===== src/rtl/ffe_sample_feeder.sv =====
// ffe_sample_feeder: buffers upstream samples in a small FIFO and presents
// them to the FFE at a fixed cadence. When the FIFO runs dry it injects a
// zero sample, so the FFE schedule never stalls.
module ffe_sample_feeder #(
  parameter int IN_OUT_BUS_WIDTH  = 12,
  parameter int FIFO_DEPTH        = 4,
  parameter int CYCLES_PER_SAMPLE = 5,
  parameter int PRIME_LEVEL       = 2
) (
  input  logic                               ffe_clk,
  input  logic                               rst,
  input  logic                               enable,
  input  logic                               s_valid,
  output logic                               s_ready,
  input  logic signed [IN_OUT_BUS_WIDTH-1:0] s_data,
  output logic                               load,
  output logic signed [IN_OUT_BUS_WIDTH-1:0] d_in,
  output logic [$clog2(FIFO_DEPTH):0]        fifo_level,
  output logic                               underrun,
  input  logic                               clr_underrun,
  output logic [7:0]                         underrun_cnt
);

  localparam int AW = $clog2(FIFO_DEPTH);
  localparam int LW = $clog2(FIFO_DEPTH) + 1;
  localparam int CW = (CYCLES_PER_SAMPLE > 2) ? $clog2(CYCLES_PER_SAMPLE) : 1;

  localparam logic [LW-1:0] DEPTH_L = LW'(FIFO_DEPTH);
  localparam logic [LW-1:0] PRIME_L = LW'(PRIME_LEVEL);
  localparam logic [CW-1:0] CNT_MAX = CW'(CYCLES_PER_SAMPLE - 1);

  typedef enum logic [1:0] {IDLE, PRIME, RUN} state_t;

  state_t                             r_state;
  state_t                             w_next;
  logic [CW-1:0]                      r_cnt;
  logic [AW-1:0]                      r_wptr;
  logic [AW-1:0]                      r_rptr;
  logic [LW-1:0]                      r_level;
  logic signed [IN_OUT_BUS_WIDTH-1:0] r_mem [FIFO_DEPTH];
  logic                               r_load;
  logic signed [IN_OUT_BUS_WIDTH-1:0] r_d_in;
  logic                               r_underrun;
  logic [7:0]                         r_ur_cnt;

  logic w_empty;
  logic w_push;
  logic w_pop;
  logic w_tick;

  // s_ready only looks at occupancy: a full FIFO refuses data even if a
  // pop happens in the same cycle, so there is no pass-through path.
  assign s_ready      = rst && (r_level < DEPTH_L);
  assign w_empty      = (r_level == '0);
  assign w_push       = s_valid && s_ready;
  assign w_tick       = (r_state == RUN) && (r_cnt == CNT_MAX);
  assign w_pop        = w_tick && !w_empty;

  assign fifo_level   = r_level;
  assign load         = r_load;
  assign d_in         = r_d_in;
  assign underrun     = r_underrun;
  assign underrun_cnt = r_ur_cnt;

  // State register
  always_ff @(posedge ffe_clk) begin
    if (!rst) r_state <= IDLE;
    else      r_state <= w_next;
  end

  // Next-state logic; dropping enable returns to IDLE from any state
  always_comb begin
    w_next = r_state;
    if (!enable) begin
      w_next = IDLE;
    end else begin
      case (r_state)
        IDLE:    w_next = PRIME;
        PRIME:   if (r_level >= PRIME_L) w_next = RUN;
        RUN:     w_next = RUN;
        default: w_next = IDLE;
      endcase
    end
  end

  // Cadence counter: primed to the tick value so the first emission is immediate
  always_ff @(posedge ffe_clk) begin
    if (!rst) begin
      r_cnt <= '0;
    end else if (r_state == PRIME && w_next == RUN) begin
      r_cnt <= CNT_MAX;
    end else if (r_state == RUN) begin
      r_cnt <= (r_cnt == '0) ? CNT_MAX : r_cnt - 1'b1;
    end
  end

  // FIFO pointers and occupancy; pointers wrap naturally at the power-of-2 depth
  always_ff @(posedge ffe_clk) begin
    if (!rst) begin
      r_wptr  <= '0;
      r_rptr  <= '0;
      r_level <= '0;
    end else begin
      if (w_push) r_wptr <= r_wptr + 1'b1;
      if (w_pop)  r_rptr <= r_rptr + 1'b1;
      case ({w_push, w_pop})
        2'b10:   r_level <= r_level + 1'b1;
        2'b01:   r_level <= r_level - 1'b1;
        default: r_level <= r_level;
      endcase
    end
  end

  // FIFO storage; contents need no reset because occupancy is cleared
  always_ff @(posedge ffe_clk) begin
    if (w_push) r_mem[r_wptr] <= s_data;
  end

  // Emission: strobe plus head sample, or a zero sample when starved
  always_ff @(posedge ffe_clk) begin
    if (!rst) begin
      r_load <= 1'b0;
      r_d_in <= '0;
    end else if (w_tick) begin
      r_load <= 1'b1;
      r_d_in <= w_empty ? '0 : r_mem[r_rptr];
    end else begin
      r_load <= 1'b0;
    end
  end

  // Underrun flag and saturating count; a new underrun beats a clear
  always_ff @(posedge ffe_clk) begin
    if (!rst) begin
      r_underrun <= 1'b0;
      r_ur_cnt   <= '0;
    end else if (w_tick && w_empty) begin
      r_underrun <= 1'b1;
      if (r_ur_cnt != 8'hFF) r_ur_cnt <= r_ur_cnt + 1'b1;
    end else if (clr_underrun) begin
      r_underrun <= 1'b0;
    end
  end

endmodule


===== config.mk =====
export PLATFORM = sky130hd
export DESIGN_NAME = ffe_sample_feeder
export DESIGN_NICKNAME = d
export VERILOG_FILES = /design/src/rtl/ffe_sample_feeder.sv
export SDC_FILE = /design/constraint.sdc
export NUM_CORES = 1
export LEC_CHECK = 0
export ABC_AREA = 0
export BUFFER_PORTS_ARGS = -buffer_cell sky130_fd_sc_hd__clkbuf_2
export CAP_MARGIN = 0
export CORE_ASPECT_RATIO = 1.2
export CORE_MARGIN = 8
export CORE_UTILIZATION = 56
export DETAILED_ROUTE_END_ITERATION = 12
export PLACE_DENSITY = 0.8
export SYNTH_ARGS = -nofsm -noshare
export SYNTH_HDL_FRONTEND = slang
export SYNTH_SLANG_ARGS = --single-unit

===== constraint.sdc =====
create_clock -name ffe_clk -period 2.95 [get_ports ffe_clk]
set_input_delay 0.1475 -clock ffe_clk [delete_from_list [all_inputs] [get_ports ffe_clk]]
set_output_delay 0.1475 -clock ffe_clk [all_outputs]
set_load 0.005 [all_outputs]

==> results of run 1 <==
[critical path: stages, from the launching register on]
cell     delay (ns)
dfxtp_1        0.37
or4b_4         0.57
nor3_4         0.18
ha_1           0.20
inv_1          0.06
fa_1           0.37
xor2_1         0.16
or3_1          0.31
a21oi_1        0.13
[flip-flops by register name (all words and copies together) (netlist names), named ones only]
signal        count
underrun          1
underrun_cnt      8
r_rptr            2
load              1
r_wptr            2
r_mem            48
r_state           2
fifo_level        3
d_in             12
r_cnt             3
[metal layers]
| metal | track usage, % | share of wire, % |
|---|---|---|
| met1 | 16.7 | 43 |
| met2 | 24.8 | 49 |
| met3 | 6.44 | 7.4 |
| met4 | 5.27 | 1.4 |
| met5 | 0 | 0 |
[worst paths after layout]
check	from	to	slack (ns)	depth (start not counted)
worst min-delay path	s_data[9]	r_mem[0][9]	0.02	1
worst max register to register	r_cnt[0]	fifo_level[2]	0.53	8
worst min register to register	underrun	underrun	0.49	2
worst max-delay path	r_cnt[0]	fifo_level[2]	0.53	8
[cell type report]
| cell class | instances | area [sq um] |
|---|---|---|
| clock buffers | 10 | 128 |
| clock inverters | 6 | 48.8 |
| fillers | 384 | 1900 |
| inverters | 11 | 41.3 |
| multi-input cells | 124 | 1000 |
| flip-flops and latches | 84 | 2160 |
| well taps | 64 | 80.1 |
| repair buffers | 48 | 265 |
[logic make-up (layout without fill, tap and decap cells)]
group / Yosys count / after routing
DFF: 84 / 84
xor gates and xnor gates: 6 / 6
buffers and inverters: 19 / 75
muxes: 13 / 13
AOI/OAI and AO/OA: 36 / 36
and+or+nand+nor: 62 / 62
adders and majority gates: 7 / 7
[through the flow]
stage	total power, mW	instances	setup slack (ns)	hold slack (ns)
after floorplan	1.34	227	0.416	0.246
after global placement	1.37	327	0.587	0.363
after detailed placement	1.37	327	0.557	0.365
after CTS	2.09	347	0.520	0.00111
after global routing	2.14	347	0.327	0.000894
final	2.07	347	0.531	0.0179
[placed cells by master (no fill, tap or decap), drive strengths merged, types with 5 or more instances in the layout]
master  Yosys  final
clkbuf      4     52
edfxtp     48     48
dfxtp      36     36
nor2       24     24
inv        11     13
a21oi      12     12
mux4       12     12
a22oi      12     12
nand2       8      8
o21ai       6      6
ha          6      6
or3         5      5
[power breakdown]
part / internal, mW / switching, mW / total [mW]
combinational: 0.0314 / 0.0458 / 0.0772
clock: 0.313 / 0.410 / 0.723
sequential: 1.26 / 0.0104 / 1.27
total: 1.60 / 0.466 / 2.07
[what timing repair did]
item | CTS | global route
setup buffers | 0 | 0
endpoints found under the hold margin | 16 | 0
hold buffers | 4 | 0
==> impl_metrics.tcl, run 1 <==
set metrics [dict create \
    drv_cap 0 \
    floorplan.io_pins 43 \
    drive_gt1_share_pct 26.9 \
    timing.setup.tns_ns 0 \
    gate_count_after_technology_mapping 227 \
    vdd_drop_max_mv 0.450 \
    static-leakage-power_nw 1.33 \
    cellPowerDensity_mw_per_mm2 555 \
    first_pass_grt_wire_length_microns 9600 \
    dieHeight_microns 99.4 \
    root_buf_cell "clkbuf_8" \
    pin_count_of_the_biggest_net_entering_global_routing 32 \
    synth_cell_types 36 \
    number_of_buffers_created_by_cts 9 \
    syn-cell-area_sq_mm 0.00325 \
    dr.pass1.iters 4 \
    grt_setup_unrepaired "no" \
    layout.cell_area.non_filler_sq_mm 0.00373 \
    detailed_route_wl_microns 5910 \
    criticalPathCategory "flip-flop to flip-flop" \
    postSynth.topFlopCell "edfxtp_1" \
    avgRoutedWirePerCell_microns 17.0 \
    timing.max_slew.rel_slack_pct 34.6 \
    relative_area_change_from_synthesis_to_final_layout_pct 14.8 \
    fmax_mhz 413 \
    finalMaxSlewViolations 0 \
    cts_max_level 3 \
    portBuffers 42 \
    grt_pass1_vias 1956 \
    finalClockSkew_ns 0.00551 \
    synth_top_family_by_area "simple AND/OR/NAND/NOR gates" \
    synth_adder_area_share_pct 2.93 \
    fraction_of_the_yosys_area_taken_by_sequential_cells_pct 66.6 \
    postSynth.asyncResetShare_pct 0 \
    num-nets-final 302 \
    die_width_microns 85.5 \
    worstSetupEndpointType "flip-flop" \
    setup.worst_path.start_class "flip-flop" \
    initial_antenna_violation_count 0 \
    antenna_cells 0 \
    overall_die_area_sq_mm 0.00850 \
    core-area_sq_mm 0.00563 \
    ant_nets 0 \
    post_dp_cell_area_sq_mm 0.00351 \
    xor_xnor_portion_of_the_synthesized_cell_area_pct 1.62 \
    crit_required_ns 3.22 \
    synth_largest_type_area_fraction_pct 44.4 \
    ys_seq_elements 84 \
    timing.hold.worst.class "primary input to flip-flop" \
    post_cts_resized 0 \
    layout_worst_path_cycle_share_pct 82.0 \
    post_synth_edffs 48 \
    worst-path-max-fanout 5 \
    overflow 0 \
    synth_fp_nets 251 \
    drt-initial-drc-count 92 \
    synth_top_cells_by_count "edfxtp_1 (48), dfxtp_1 (36), nor2_1 (24)" \
    syn_area_per_cell_sq_um 14.3 \
    synth-warning-count 0 \
    ctsLongestPathBuffers 2 \
    cts_tree "done" \
    drc 0 \
    final-hold-violation-count 0 \
    worst_pin_slew_ns 0.979 \
    area_leader_netlist "edfxtp_1" \
    run_status "finished clean" \
    placementRows 30 \
    hpwlAfterDp_microns 3930 \
    floorplan.initialDensity_pct 57.7 \
    synth_area_leaders "edfxtp_1 (44%), dfxtp_1 (22%), mux4_2 (8.3%), nor2_1 (2.8%), a22oi_1 (2.5%)" \
    cts_sinks 84 \
    period_minus_slack_ns 2.42 \
    clk_transition_reported_paths_ns 0.08 \
    viasPerCell 5.71 \
    globalRouteTotalUtil_pct 14.9 \
    place_congestion 0.809 \
    synth_simple_gate_area_share_pct 10.6 \
    synth.most_common_cell "edfxtp_1" \
    report.final.setup_viol 0 \
    worst_skew_pair.late_latency_ns 0.35 \
    cp_data_arrival_time_ns 2.69 \
    post_synth_mux_area_share_pct 8.63 \
    utilization_pct 66.2 \
    compound_gate_fraction_of_synth_area_pct 7.13 \
    route.vias.total 1980 \
]
(Power assumes the default switching activity.)
==> run 2: changes to the inputs <==
- clock period: 2.95 -> 2.4 ns (I/O delays scaled with it)
==> impl_metrics.tcl, run 2 (synthesis gave the netlist of run 1 again) <==
set metrics [dict create \
    cts_max_level 3 \
    drive_gt1_share_pct 28.8 \
    dieHeight_microns 99.4 \
    floorplan.io_pins 43 \
    detailed_route_wl_microns 6400 \
    drt-initial-drc-count 146 \
    hpwlAfterDp_microns 4270 \
    utilization_pct 68.6 \
    worst_skew_pair.late_latency_ns 0.35 \
    final-hold-violation-count 0 \
    holdWs_ns 0.0262 \
    crit_path_top_delay_cell "or4b_4" \
    number_of_buffers_created_by_cts 9 \
    register_with_the_most_flip_flops "r_mem" \
    cpPeakStageDelay_ns 0.57 \
    pin_count_of_the_biggest_net_entering_global_routing 17 \
    netSwitchingPower_mw 0.610 \
    viasPerCell 5.62 \
    number_of_buffer_and_inverter_stages_on_the_critical_path 1 \
    final-instance-count-excl-fill 359 \
    relative_area_change_from_synthesis_to_final_layout_pct 18.8 \
    overflow 0 \
    layout_worst_path_cycle_share_pct 98.7 \
    place_congestion 0.769 \
    worstSetupEndpointType "flip-flop" \
    placementRows 30 \
    timing.hold.worst.class "primary input to flip-flop" \
    timing.max_slew.rel_slack_pct 52.7 \
    mostFrequentLayoutCells "edfxtp_1 (48), clkbuf_2 (42), dfxtp_1 (34)" \
    report.final.setup_viol 0 \
    finalMaxSlewViolations 0 \
    p_comb_share_pct 4.3 \
    avgRoutedWirePerCell_microns 17.8 \
    clkPwrFrac_pct 35.7 \
    crit_required_ns 2.68 \
    switching_share_of_total_power_pct 23.5 \
    cts_sinks 84 \
    timing.critical_path.cells "or4b_4 -> nor3_4 -> ha_4 -> inv_1 -> fa_2 -> xor2_1 -> or3_1 -> a21oi_1" \
    layout.cell_area.non_filler_sq_mm 0.00386 \
    setup.worst_path.start_class "flip-flop" \
    post_dp_cell_area_sq_mm 0.00356 \
    fmax_mhz 422 \
    clk_transition_reported_paths_ns 0.09 \
    cellInternalPower_mw 1.99 \
    cts_tree "done" \
    period_minus_slack_ns 2.37 \
    dp_cells 331 \
    dr.pass1.iters 4 \
    layout.cells.most_common "edfxtp_1" \
    post_cts_resized 0 \
    cellPowerDensity_mw_per_mm2 673 \
    ant_nets 0 \
    grt_pass1_vias 2104 \
    static-leakage-power_nw 1.40 \
    route.vias.total 2018 \
    antenna_cells 0 \
    finalClockSkew_ns 0.0119 \
    run_status "finished clean" \
    criticalPathCategory "flip-flop to flip-flop" \
    initial_antenna_violation_count 0 \
    portBuffers 42 \
    crit_family "simple AND/OR/NAND/NOR gates" \
    ctsLongestPathBuffers 2 \
    die_width_microns 85.5 \
    worst-path-max-fanout 4 \
    vdd_drop_max_mv 0.444 \
    root_buf_cell "clkbuf_8" \
    timing.reg2reg.setup_slack_ns 0.03 \
    core-area_sq_mm 0.00563 \
    cp_data_arrival_time_ns 2.65 \
    flip_flop_count_of_the_largest_register_all_copies_and_words_added 48 \
    grt_setup_unrepaired "yes" \
    globalRouteTotalUtil_pct 16.4 \
    worst_pin_slew_ns 0.710 \
    num-nets-final 314 \
    drv_cap 0 \
    share_seq_of_total_power_pct 60.1 \
    overall_die_area_sq_mm 0.00850 \
    floorplan.initialDensity_pct 57.7 \
    drc 0 \
    first_pass_grt_wire_length_microns 10600 \
]
==> run 2: final cells by class <==
type	instances	area [sq um]
Inverter	11	41.3
Timing Repair Buffer	60	375
Tap cell	64	80.1
Sequential cell	84	2160
Multi-Input combinational cell	124	1020
Fill cell	410	1770
Clock buffer	9	124
Clock inverter	7	56.3
==> run 2: worst paths after layout <==
kind / from / end / depth (start not counted)
min: enable / r_state[0] / 3
max: r_state[0] / fifo_level[2] / 8
max reg2reg: r_state[0] / fifo_level[2] / 8
min reg2reg: underrun / underrun / 2
==> run 2: routing by layer <==
layer	track usage, %	up-vias	wire length, microns
met1	18.2	980	2680
met5	0	-	0
met4	6.08	0	88
li1	-	981	-
met3	4.70	8	324
met2	29.0	49	3310
==> run 2: stage by stage <==
| step | worst slack, ns | setup TNS (ns) | total power [mW] |
|---|---|---|---|
| 3_5_place_dp | 0.0515 | 0 | 1.69 |
| 2_1_floorplan | -0.0307 | -0.0307 | 1.64 |
| 3_3_place_gp | 0.117 | 0 | 1.68 |
| 5_1_grt | -0.0429 | -0.0429 | 2.68 |
| 6_report | 0.0307 | 0 | 2.60 |
| 4_1_cts | 0.0257 | 0 | 2.62 |
==> run 2: power by group through the flow <==
stage	combinational (mW)	clock (mW)	sequential [mW]
finish	0.111	0.928	1.56
global route	0.124	0.988	1.56
CTS	0.112	0.943	1.56
detailed placement	0.0954	0	1.59
global placement	0.0919	0	1.59
floorplan	0.0535	0	1.59
==> run 2: worst reg2reg max path, delay by kind of cell, from the launching register on <==
kind                       cells  cell delay [ns]
AOI/OAI and AO/OA              1             0.12
buffers and inverters          1             0.05
xor gates and xnor gates       1             0.15
adders and majority gates      2             0.50
DFF                            1             0.36
and+or+nand+nor                3             1.12
==> run 2: repair_timing <==
action | CTS | global route
endpoints found under the hold margin | 48 | 0
hold buffers | 12 | 0
buffers inserted | 0 | 0
endpoints found under the setup margin | 0 | 1
==> run 3: changes to the inputs <==
- CORE_UTILIZATION: 56 -> 30
- PLACE_DENSITY: 0.8 -> 0.49
- SETUP_SLACK_MARGIN: unset -> 0.1
==> impl_metrics.tcl, run 3 (synthesis gave the netlist of run 1 again) <==
set metrics [dict create \
    floorplan.initialDensity_pct 30.9 \
    worst_r2r_endpoint "fifo_level[2]" \
    pre_cts_slack_ns 0.0895 \
    finalPower_mw 3.04 \
    dr.pass1.iters 3 \
    crit_path_top_delay_cell "or4b_4" \
    crit_path_start "r_cnt[0]" \
    static-leakage-power_nw 1.45 \
    pin_count_of_the_biggest_net_entering_global_routing 20 \
    report.final.setup_viol 0 \
    core-area_sq_mm 0.0105 \
    timing.max_slew.rel_slack_pct 41.4 \
    number_of_buffers_created_by_cts 9 \
    timing.setup.tns_ns 0 \
    dieHeight_microns 130 \
    cellPowerDensity_mw_per_mm2 752 \
    overflow 0 \
    setup.worst_path.start_class "flip-flop" \
    cp_data_arrival_time_ns 2.55 \
    portBuffers 42 \
    overall_die_area_sq_mm 0.0144 \
    cpPeakStageDelay_ns 0.55 \
    wl_met3_microns 274 \
    timing.critical_path.cells "or4b_4 -> nor3_4 -> ha_4 -> inv_1 -> fa_2 -> xor2_1 -> or3_1 -> a21oi_1" \
    flip_flop_count_of_the_largest_register_all_copies_and_words_added 48 \
    relative_area_change_from_synthesis_to_final_layout_pct 24.4 \
    vdd_drop_max_mv 0.539 \
    end_of_the_critical_path "fifo_level[2]" \
    drt-initial-drc-count 95 \
    period_minus_slack_ns 2.28 \
    layout.cells.most_common "edfxtp_1" \
    post_cts_resized 0 \
    layout_worst_path_cycle_share_pct 95.1 \
    timing.hold.worst.class "primary input to flip-flop" \
    drv_cap 0 \
    drc 0 \
    seqCellArea_sq_mm 0.00216 \
    worst-path-max-fanout 5 \
    avgRoutedWirePerCell_microns 16.0 \
    ant_nets 0 \
    worst_skew_pair.late_latency_ns 0.33 \
    first_pass_grt_wire_length_microns 10800 \
    timing.reg2reg.setup_slack_ns 0.12 \
    amount_of_wire_on_met2_after_detailed_routing_microns 3310 \
    fmax_mhz 438 \
    dp_cells 399 \
    globalRouteTotalUtil_pct 9.74 \
    r2r_cells 8 \
    finalClockSkew_ns 0.00721 \
    run_status "finished clean" \
    floorplan.io_pins 43 \
    cts_tree "done" \
    maxUsedRoutingLayer "met4" \
    detailed_route_wl_microns 6750 \
    viasPerCell 4.77 \
    root_buf_cell "clkbuf_16" \
    die_width_microns 111 \
    route.vias.total 2013 \
    layout.cell_area.non_filler_sq_mm 0.00404 \
    initial_antenna_violation_count 0 \
    antenna_cells 0 \
    final-instance-count-excl-fill 422 \
    ctsLongestPathBuffers 2 \
    crit_family "simple AND/OR/NAND/NOR gates" \
    place_congestion 0.732 \
    worst_pin_slew_ns 0.875 \
    fillcell_total 983 \
    hpwlAfterDp_microns 4450 \
    crit_required_ns 2.66 \
    reg2reg_from "r_cnt[0]" \
    final.setup.worst_slack_ns 0.118 \
    drive_gt1_share_pct 29.4 \
    placementRows 41 \
    number_of_buffer_and_inverter_stages_on_the_critical_path 1 \
    finalMaxSlewViolations 0 \
    cts_max_level 3 \
    timing.critical_path.depth 8 \
    cts_sinks 84 \
    clk_transition_reported_paths_ns 0.06 \
    criticalPathCategory "flip-flop to flip-flop" \
    final-hold-violation-count 0 \
    grt_setup_unrepaired "yes" \
    mostFrequentLayoutCells "edfxtp_1 (48), clkbuf_2 (42), dfxtp_1 (34)" \
    num-nets-final 312 \
    wl_met1_microns 3040 \
    post_dp_cell_area_sq_mm 0.00368 \
    grt_pass1_vias 2081 \
    area_of_the_multi_input_gates_sq_mm 0.00102 \
    register_with_the_most_flip_flops "r_mem" \
    worstSetupEndpointType "flip-flop" \
]
==> run 3: cell type report <==
cell class	instances	share of cell area, %
timing repair buffer	58	8.92
clock buffer	10	5.67
clock inverter	6	1.61
multi-input combinational	124	25.2
tap	129	4.00
sequential	84	53.6
inverter	11	1.02
==> run 3: what timing repair did <==
| action | 4_1_cts | 5_1_grt |
|---|---|---|
| hold endpoints to repair | 22 | 0 |
| buffers inserted | 0 | 0 |
| setup endpoints to repair | 1 | 1 |
| pin swaps | 1 | 0 |
| hold buffers | 7 | 0 |
==> run 3: worst min-delay path by stage <==
| stage | start | endpoint | slack [ns] | cells after the start |
|---|---|---|---|---|
| after floorplan | s_data[0] | r_mem[0][0] | 0.22 | 0 |
| after global placement | s_data[4] | r_mem[3][4] | 0.34 | 1 |
| after detailed placement | s_data[8] | r_mem[1][8] | 0.35 | 1 |
| after CTS | s_data[1] | r_mem[0][1] | 0.001 | 1 |
| after global routing | s_data[3] | r_mem[2][3] | 0.01 | 1 |
| final | s_data[1] | r_mem[0][1] | 0.004 | 1 |
==> run 3: per-layer routing <==
layer	track usage, %	vias to the layer above
li1	-	975
met1	11.0	988
met3	2.62	10
met4	5.49	0
met5	0	-
met2	16.5	40
==> run 3: through the flow <==
step                      hold WS [ns]  util [%]
after floorplan                  0.219         -
after global placement           0.337      35.0
after detailed placement         0.347      35.0
after CTS                      0.00114      38.4
after global routing            0.0102      38.4
final                          0.00419      38.4
==> run 3: where the power goes <==
| part | internal [mW] | switching, mW | total, mW |
|---|---|---|---|
| clock network | 0.808 | 0.558 | 1.37 |
| logic | 0.0486 | 0.0612 | 0.110 |
| registers | 1.55 | 0.0118 | 1.56 |
| total | 2.41 | 0.631 | 3.04 |
